### src/rtl/seg_scan_ctrl.sv
// Multiplexed 7-segment scan controller; optional LEADING_ZERO_BLANK_EN darkens leading zero digits.
// Latency: outputs registered, update on the same edge as the slot index; loads show at the next frame wrap.
// Backpressure: none; load is a strobe, and a later load before commit overwrites the shadow copy.
module seg_scan_ctrl #(
  parameter int NUM_DIGITS  = 4,
  parameter int CLK_DIV     = 50000,
  parameter int DEAD_CYCLES = 16
) (
  input  logic                    clk,
  input  logic                    rst,
  input  logic                    load,
  input  logic [4*NUM_DIGITS-1:0] value,
  input  logic [NUM_DIGITS-1:0]   dp_in,
  output logic [3:0]              digit_out,
  output logic [NUM_DIGITS-1:0]   an_n,
  output logic                    dp_n,
  output logic                    frame_start,
  output logic                    pending
);

  localparam int PW = $clog2(CLK_DIV);
  localparam int IW = $clog2(NUM_DIGITS);
  localparam logic [PW-1:0] PRESC_LAST = PW'(CLK_DIV - 1);
  localparam logic [PW-1:0] DEAD       = PW'(DEAD_CYCLES);
  localparam logic [IW-1:0] IDX_LAST   = IW'(NUM_DIGITS - 1);

  logic [PW-1:0]           presc, presc_nxt;
  logic [IW-1:0]           idx, idx_nxt;
  logic [4*NUM_DIGITS-1:0] disp_val, disp_val_nxt, shadow_val;
  logic [NUM_DIGITS-1:0]   disp_dp, disp_dp_nxt, shadow_dp;
  logic                    tick, wrap, commit, blank, dark, dp_sel;
  logic [3:0]              dig_sel;
  logic [NUM_DIGITS-1:0]   an_lit;
  logic [NUM_DIGITS:0]     zero_from;

  always_comb begin
    tick         = (presc == PRESC_LAST);
    wrap         = tick && (idx == IDX_LAST);
    commit       = wrap && pending;
    presc_nxt    = tick ? '0 : presc + 1'b1;
    idx_nxt      = idx;
    if (tick) idx_nxt = (idx == IDX_LAST) ? '0 : idx + 1'b1;
    disp_val_nxt = commit ? shadow_val : disp_val;
    disp_dp_nxt  = commit ? shadow_dp  : disp_dp;
    blank        = (presc_nxt < DEAD);

    // zero_from[k]: digits k..top of the value about to be shown are all zero
    zero_from             = '0;
    zero_from[NUM_DIGITS] = 1'b1;
    for (int k = NUM_DIGITS - 1; k >= 0; k--)
      zero_from[k] = zero_from[k+1] && (disp_val_nxt[4*k +: 4] == 4'h0);

    dig_sel = 4'h0;
    dp_sel  = 1'b0;
    dark    = 1'b0;
    an_lit  = '1;
    for (int i = 0; i < NUM_DIGITS; i++) begin
      if (idx_nxt == IW'(i)) begin
        dig_sel   = disp_val_nxt[4*i +: 4];
        dp_sel    = disp_dp_nxt[i];
        an_lit[i] = 1'b0;
`ifdef LEADING_ZERO_BLANK_EN
        dark      = (i != 0) && zero_from[i] && !disp_dp_nxt[i];
`else
        dark      = 1'b0;
`endif
      end
    end
  end

  always_ff @(posedge clk) begin
    if (rst) begin
      presc       <= '0;
      idx         <= '0;
      disp_val    <= '0;
      disp_dp     <= '0;
      shadow_val  <= '0;
      shadow_dp   <= '0;
      pending     <= 1'b0;
      digit_out   <= 4'h0;
      an_n        <= '1;
      dp_n        <= 1'b1;
      frame_start <= 1'b0;
    end else begin
      presc       <= presc_nxt;
      idx         <= idx_nxt;
      disp_val    <= disp_val_nxt;
      disp_dp     <= disp_dp_nxt;
      // a load on the wrap edge lands after the commit, so it waits a frame
      if (load) begin
        shadow_val <= value;
        shadow_dp  <= dp_in;
        pending    <= 1'b1;
      end else if (commit) begin
        pending    <= 1'b0;
      end
      digit_out   <= dig_sel;
      an_n        <= (blank || dark) ? '1 : an_lit;
      dp_n        <= (blank || dark) ? 1'b1 : ~dp_sel;
      frame_start <= wrap;
    end
  end

endmodule
### config.mk
export PLATFORM = sky130hd
export DESIGN_NAME = seg_scan_ctrl
export DESIGN_NICKNAME = d
export VERILOG_FILES = /design/src/rtl/seg_scan_ctrl.sv
export SDC_FILE = /design/constraint.sdc
export NUM_CORES = 1
export LEC_CHECK = 0
export CELL_PAD_IN_SITES_DETAIL_PLACEMENT = 1
export CELL_PAD_IN_SITES_GLOBAL_PLACEMENT = 2
export CORE_ASPECT_RATIO = 1.5
export CORE_MARGIN = 1.5
export CORE_UTILIZATION = 37
export CTS_CLUSTER_DIAMETER = 60
export CTS_CLUSTER_SIZE = 16
export DETAILED_ROUTE_END_ITERATION = 8
export PLACE_DENSITY = 0.84
export SLEW_MARGIN = 30
export SYNTH_ARGS = -nofsm -noshare
export SYNTH_HDL_FRONTEND = slang
export SYNTH_SLANG_ARGS = --single-unit
export TNS_END_PERCENT = 100
### constraint.sdc
create_clock -name clk -period 3.3 [get_ports clk]
set_input_delay 0.66 -clock clk [delete_from_list [all_inputs] [get_ports clk]]
set_output_delay 0.66 -clock clk [all_outputs]
set_load 0.1 [all_outputs]
# Yosys cells after proc, flatten, opt, wreduce, memory -nomap -nowiden
# Index checks and enable logic that the tools add are counted.
# totals
in_bits,23
wordCells,44
reg_bits,69
output_inout_bits,11
# classes
n_eq_ne,5
n_reduce_logical,5
addsub,2
n_bitwise,1
n_mux,19
magnitude_cmp,1
# ops
operator,count
2-to-1 mux 16 bit,2
2-to-1 mux 4 bit,5
"adder 16 x 1 -> 16 bit, second input constant",1
"equality test 16 bit, second input constant",1
"less-than comparator 16 x 5 -> 1 bit, second input constant",1
2-to-1 mux 1 bit,10
"equality test 2 bit, second input constant",3
2-to-1 mux 2 bit,2
"adder 2 x 1 -> 2 bit, second input constant",1
"equality test 2 x 1 -> 1 bit, second input constant",1
logical AND 1 bit,2
zero test 2 bit,1
nonzero test 2 bit,1
OR reduction 2 bit,1
inverter 1 bit,1

# Longest topological paths before layout
# Gate-level depths: netlist of the first run.
# logic_depth
word_depth,9
mapped_depth,9
depth_no_buf,7

# Worst setup path after synthesis of the first run
# Ideal clock, no wire load.
# synth_timing
path_kind,register to register
startpoint,register pending
endpoint,register disp_val[0]
n_path_buf,2
setup_time_ps,132
path_stages_with_launch,7
t_arrival_ps,1855
required_time_ps,3168
synth_period_minus_slack_ps,1987
setup_slack_ps,1313
cell_sequence,dfxtp_1 -> nand2_1 -> or2_2 -> clkbuf_1 -> clkbuf_1 -> nand2_1 -> a21oi_1
# synth_via
elab_chain_len,2
# synth_lines
item,line,source
from (decl),18,output logic pending
from (signal assigned),79,pending <= 1'b0;
from (signal assigned),93,pending <= 1'b1;
from (signal assigned),95,pending <= 1'b0;
logical AND 1 bit,39,commit = wrap && pending;
2-to-1 mux 16 bit,43,disp_val_nxt = commit ? shadow_val : disp_val;
to (signal assigned),87,disp_val <= disp_val_nxt;
to (decl),29,"logic [4*NUM_DIGITS-1:0] disp_val, disp_val_nxt, shadow_val;"
# Every way passes these cells.
# A chain may end at the register's enable or synchronous reset.

# Final worst setup path of the first run
# layout_timing
startpoint,register presc[0]
endpoint,register digit_out[3]
# layout_via
elab_chain_len,8
word_cells_on_any_way,13
classes_between,eq/ne (4); mux (6); reduce/logical (3)
# layout_lines
item,line,source
from (decl),27,"logic [PW-1:0] presc, presc_nxt;"
from (signal assigned),85,presc <= presc_nxt;
equality test 16 bit *,37,tick = (presc == PRESC_LAST);
logical AND 1 bit,38,wrap = tick && (idx == IDX_LAST);
logical AND 1 bit,39,
2-to-1 mux 16 bit,43,
2-to-1 mux 4 bit (3 in a row),58,if (idx_nxt == IW'(i)) begin
2-to-1 mux 4 bit *,58,
to (signal assigned),97,digit_out <= dig_sel;
to (decl),14,"output logic [3:0] digit_out,"
# Every way passes the cells marked *; elsewhere a longest branch is shown, timed or not.

==> impl_metrics.yaml, run 1 <==
run_status:
  status: "completed"
global_route:
  grt_start_max_net_pins: 53
  grt_usage: 0.176
  grt-ovfl-total: 0
  antenna_found_initial: 0
  grt_pass1_vias: 2498
  grt_first_pass_wirelength_mm: 12.1
setup_path:
  cp-end-kind: "flip-flop"
  worst-path-stages: 7
  cp_top_family: "multiplexers"
  cp-start-kind: "flip-flop"
  path_buf_inv: 0
  crit_slowest_cell: "mux2i_4"
  path_cells: "ha_1 -> and3_1 -> nand4_4 -> mux2i_4 -> mux2_1 -> nor2_1 -> o32ai_1"
  cp-endpoint: "digit_out[3]$_SDFF_PP0_"
  critPathMaxStageDelay_ps: 570
  regToRegSetupSlack_ps: 870
  critical_path_class: "reg2reg"
  r2r-start: "presc[0]$_SDFF_PP0_"
  worstPathRequired_ps: 3500
  r2r_end: "digit_out[3]$_SDFF_PP0_"
  r2r_cells: 7
  crit_path_start: "presc[0]$_SDFF_PP0_"
  crit_fanout: 15
  worst-endpoint-arrival_ps: 2630
cells_and_area:
  diodes: 0
  syn_to_final_growth_pct: 21.6
  fill_cells: 934
  stdcell_area_um2: 3720
  post_route_cells_drive_above_1_share: 0.122
  nNetsFinal: 389
synth:
  syn-instance-count: 342
  synth_area_per_cell_um2: 8.96
  async_flop_share: 0
  yosysTopAreaCellShare: 0.451
  synth_fp_nets: 367
  synth_warnings: 0
  synth_most_common_cell: "dfxtp_1"
  synth_edf_count: 0
  yosysSeqAreaShare: 0.451
  synth_top_area_cell: "dfxtp_1"
  synth_area_leaders: "dfxtp_1 45%, mux2i_1 11%, nand2_1 6.1%, nor2_1 5.9%, a21oi_1 4.2%"
  netlist_top_cells_count: "69 x dfxtp_1, 50 x nand2_1, 48 x nor2_1"
  syn-cell-area_um2: 3060
  synth_cell_types: 42
  ys_ff_latch: 69
  synthFlopType: "dfxtp_1"
die:
  start_util: 0.383
  io_pins: 34
  rows: 40
  core_um2: 8010
  dieWidth_um: 77.3
  fp.dieH_um: 114
  dieArea_um2: 8840
placement:
  place_hpwl_mm: 4.91
  place_area_um2: 3400
  place_ws_ps: 874
  gp_congestion: 0.777
  port_buffers: 33
timing:
  drv_slew: 0
  fin_ws_ps: 871
  finalSetupTns_ps: 0
  finalHoldViolations: 0
  timing.hold.ws_ps: 451
  skew_ps: 5.95
  setup_viol: 0
  rsz0062_at_grt: "false"
  slew_headroom: 0.569
  timing.final.crit_share: 0.736
  period_needed_ps: 2430
  fmax_mhz: 412
  worst_pin_slew_ps: 646
drt:
  ant_nets: 0
  route.detailed.drc: 0
  drtIter0Drc: 83
  post_drt_wl_per_cell_um: 15.3
  drt-pass1-iter-count: 4
  vias: 2357
  viasPerCell: 4.97
  wl_mm: 7.25
clocking:
  cts_buffer_depth: 2
  cts_tree: "built"
  htree_levels: 3
  clockRootBuffer: "clkbuf_16"
  clock-sinks: 69
  worstSkewPairLatency_ps: 330
  clkTransAtPathRegs_ps: 60
  cts_made_buffers: 9
  ctsResizeCount: 0
  post_cts_buffers: 0
  hold_buffers: 0
pwr:
  power_density_nw_per_um2: 542
  ir_drop_mv: 0.368
  power_uw: 2020
  p_leak_uw: 0.00145
hold_path:
  min_path_type: "reg2reg"
flow_run:
  cap_violations: 0
[state kept, by name, summed over array words and instances, names as in the netlist]
name and count:
disp_val 16, presc 16, shadow_val 16, an_n 4
digit_out 4, disp_dp 4, shadow_dp 4, idx 2
dp_n 1, frame_start 1, pending 1
[final cells by class]
type	instances	area, um2	share of cell area
Sequential cell	69	1380	0.371
Timing Repair Buffer	36	320	0.0860
Multi-Input combinational cell	242	1540	0.414
Tap cell	105	131	0.0353
Clock inverter	7	100	0.0269
Clock buffer	9	225	0.0605
Inverter	6	22.5	0.00605
[power by group]
part | internal (uW) | switching [uW]
combinational | 50.8 | 56.0
clock | 663 | 379
sequential | 854 | 16.7
[stage by stage]
step | utilization | instances
2_1_floorplan | - | 342
3_3_place_gp | 0.424 | 458
3_5_place_dp | 0.424 | 458
4_1_cts | 0.465 | 474
5_1_grt | 0.465 | 474
6_report | 0.465 | 474
[worst min-delay path, cell delays in order (launching register included)]
cell     delay [ps]
dfxtp_1         310
nand2_1          50
a21oi_1          50
[kinds of logic (layout without fill, tap and decap cells)]
| family | count (synthesis) | after routing | share of synthesized area |
|---|---|---|---|
| fa+ha+maj | 2 | 2 | 0.00817 |
| xor+xnor | 14 | 14 | 0.0400 |
| flops | 69 | 69 | 0.451 |
| compound gates | 42 | 42 | 0.0817 |
| mux | 44 | 44 | 0.152 |
| simple gates | 140 | 140 | 0.222 |
| buf+inv | 31 | 58 | 0.0453 |
[layout by cell type, fill, tap and decap left out, types with 6 or more instances in the layout]
cell type,count
clkbuf_16,9
dfxtp_1,69
clkdlybuf4s50_1,21
nand3_1,6
mux2i_1,33
nand2_1,50
xnor2_1,12
nor2_1,48
a21oi_1,26
inv_1,6
buf_4,14
mux2_2,6
[how the worst min path moves through the flow]
stage | from | end | slack, ps | cells after the start
final | disp_val[6]$_SDFF_PP0_ | disp_val[6]$_SDFF_PP0_ | 450 | 2
after global routing | disp_val[11]$_SDFF_PP0_ | disp_val[11]$_SDFF_PP0_ | 480 | 2
after CTS | disp_val[6]$_SDFF_PP0_ | disp_val[6]$_SDFF_PP0_ | 450 | 2
after detailed placement | disp_val[6]$_SDFF_PP0_ | disp_val[6]$_SDFF_PP0_ | 450 | 2
after global placement | presc[0]$_SDFF_PP0_ | presc[0]$_SDFF_PP0_ | 440 | 1
after floorplan | presc[0]$_SDFF_PP0_ | presc[0]$_SDFF_PP0_ | 430 | 1
[routing by layer]
metal  vias to the layer above  share of wire  track usage
li1                       1207              -            -
met1                      1117           0.45        0.203
met2                        24           0.51        0.306
met3                         9          0.023       0.0422
met4                         0          0.018       0.0752
met5                         -              0            0
(Power assumes the default switching activity.)
==> inputs of run 2 (changes only) <==
CORE_UTILIZATION = 31   (was 37)
PLACE_DENSITY = 0.75   (was 0.84)
clock period = 2.14 ns   (was 3.3 ns; I/O delays follow)
==> run 2 against run 1 <==
Utilization fell by 5.3 points. Die area rose by 19%. Power rose by 59%. Setup slack got worse by 740 ps. Worst hold slack barely moved.
==> impl_metrics.yaml, run 2 (synthesized netlist as in run 1, its figures left out) <==
timing:
  rsz0062_at_grt: "false"
  fmax_mhz: 497
  drv_slew: 0
  skew_ps: 5.49
  period_needed_ps: 2010
  slew_headroom: 0.737
  timing.hold.ws_ps: 451
  finalSetupTns_ps: 0
  timing.final.crit_share: 0.940
  finalHoldViolations: 0
  worst_pin_slew_ps: 395
  setup_viol: 0
cells_and_area:
  final_common_cell: "dfxtp_1"
  seqCellArea_um2: 1380
  nNetsFinal: 413
  most-common-layout-cells: "68 x dfxtp_1, 50 x nand2_1, 48 x nor2_1, 37 x buf_4, 33 x mux2i_1"
  syn_to_final_growth_pct: 29.5
  stdcell_area_um2: 3970
  post_route_cells_drive_above_1_share: 0.183
  multiInputGateArea_um2: 1570
  diodes: 0
  top_regs: "disp_val (16), presc (16), shadow_val (16)"
  fill_cells: 1134
die:
  start_util: 0.318
  core_um2: 9630
  io_pins: 34
  rows: 44
  fp.dieH_um: 125
  dieWidth_um: 84.2
  dieArea_um2: 10500
clocking:
  cts_buffer_depth: 2
  clkTransAtPathRegs_ps: 60
  cts_tree: "built"
  worstSkewPairLatency_ps: 340
  htree_levels: 3
  clock-sinks: 69
  clockRootBuffer: "clkbuf_16"
  cts_made_buffers: 9
  hold_buffers: 0
drt:
  drtIter0Drc: 79
  viasPerCell: 4.89
  route.detailed.drc: 0
  vias: 2483
  post_drt_wl_per_cell_um: 15.0
  ant_nets: 0
  wl_mm: 7.64
  drt-pass1-iter-count: 4
setup_path:
  r2r_end: "an_n[1]$_SDFF_PP1_"
  r2r_cells: 7
  r2r-start: "presc[0]$_SDFF_PP0_"
  worst-endpoint-arrival_ps: 2220
  regToRegSetupSlack_ps: 130
  critical_path_class: "reg2reg"
  cp_top_family: "simple AND/OR/NAND/NOR gates"
  path_cells: "ha_2 -> nand4_1 -> or4_4 -> mux2i_1 -> and4b_1 -> o221ai_4 -> nand3b_1"
  worstPathRequired_ps: 2350
  worst-path-stages: 7
  critPathMaxStageDelay_ps: 460
  cp-start-kind: "flip-flop"
  crit_fanout: 5
  path_buf_inv: 0
  crit_slowest_cell: "or4_4"
  cp-end-kind: "flip-flop"
global_route:
  grt_pass1_vias: 2529
  grt-ovfl-total: 0
  globalRouteMet1Util: 0.175
  grt_usage: 0.155
  grt_start_max_net_pins: 38
  grt_util_met3: 0.0371
  grtUsageMet2: 0.269
  antenna_found_initial: 0
  grt_first_pass_wirelength_mm: 12.7
  grt.busiest_layer: "met2"
pwr:
  p_int_uw: 2540
  power_switching_uw: 680
  switching_share: 0.211
  p_seq_frac: 0.418
  power_density_nw_per_um2: 811
  power_frac_clock: 0.528
  p_leak_uw: 0.00159
  combinationalPowerShare: 0.054
  ir_drop_mv: 0.626
flow_run:
  cap_violations: 0
placement:
  gp_congestion: 0.785
  place_hpwl_mm: 5.50
  port_buffers: 33
  place_area_um2: 3590
hold_path:
  holdPathStages: 2
  hold_start: "disp_val[10]$_SDFF_PP0_"
  min_path_type: "reg2reg"
  whs_endpoint: "disp_val[10]$_SDFF_PP0_"
run_status:
  status: "completed"
run 2: cell types whose count changed in the layout (fill, tap and decap cells not counted), sizes merged:
cell,previous run,this run
clkbuf,9,10
buf,15,39
clkinvlp,3,1
bufinv,2,3
run 2: worst max-delay path by stage:
stage	slack (ps)	start	end
after floorplan	150	pending$_SDFFE_PP0P_	disp_val[0]$_SDFF_PP0_
after global placement	100	presc[0]$_SDFF_PP0_	an_n[0]$_SDFF_PP1_
after detailed placement	20	presc[0]$_SDFF_PP0_	an_n[1]$_SDFF_PP1_
after CTS	20	presc[0]$_SDFF_PP0_	an_n[1]$_SDFF_PP1_
after global routing	20	presc[0]$_SDFF_PP0_	an_n[0]$_SDFF_PP1_
final	130	presc[0]$_SDFF_PP0_	an_n[1]$_SDFF_PP1_
run 2: area by class of cell:
class                   count  share of cell area
multi-input cells         242               0.395
flip-flops and latches     69               0.348
repair buffers             60               0.129
clock buffers              10              0.0577
well taps                 115              0.0363
clock inverters             6              0.0281
inverters                   6             0.00568
run 2: layer usage:
layer / vias up / share of wire
met5: - / 0
met4: 0 / 0.021
met3: 11 / 0.026
li1: 1256 / -
met1: 1187 / 0.43
met2: 29 / 0.52
run 2: what timing repair did:
| action | CTS | global route |
|---|---|---|
| gates resized for setup | 1 | 4 |
| cloned | 0 | 0 |
| pin swaps | 0 | 1 |
| setup endpoints to repair | 1 | 9 |
| setup buffers | 0 | 2 |
run 2: power by group through the flow:
stage,logic (uW),clock network (uW),registers (uW)
floorplan,82.5,0,1380
global placement,171,0,1370
detailed placement,173,0,1370
CTS,177,1750,1340
global route,192,1810,1350
finish,174,1700,1350
run 2: stage by stage:
stage | total power [uW] | setup WS, ps | instances | util
finish | 3220 | 129 | 508 | 0.412
global route | 3350 | 16.3 | 508 | 0.412
CTS | 3270 | 21.4 | 506 | 0.409
detailed placement | 1550 | 15.0 | 490 | 0.372
global placement | 1540 | 98.5 | 490 | 0.372
floorplan | 1470 | 153 | 342 | -
run 2: tightest hold or removal path, stage by stage (launching register included):
cell,delay (ps)
dfxtp_1,310
nand2_1,50
a21oi_1,50
==> inputs of run 3 (changes only) <==
SLEW_MARGIN = not set   (was 30)
==> results of run 3 <==
Same layout as run 2: the final DEF is identical, and so are final timing and power.
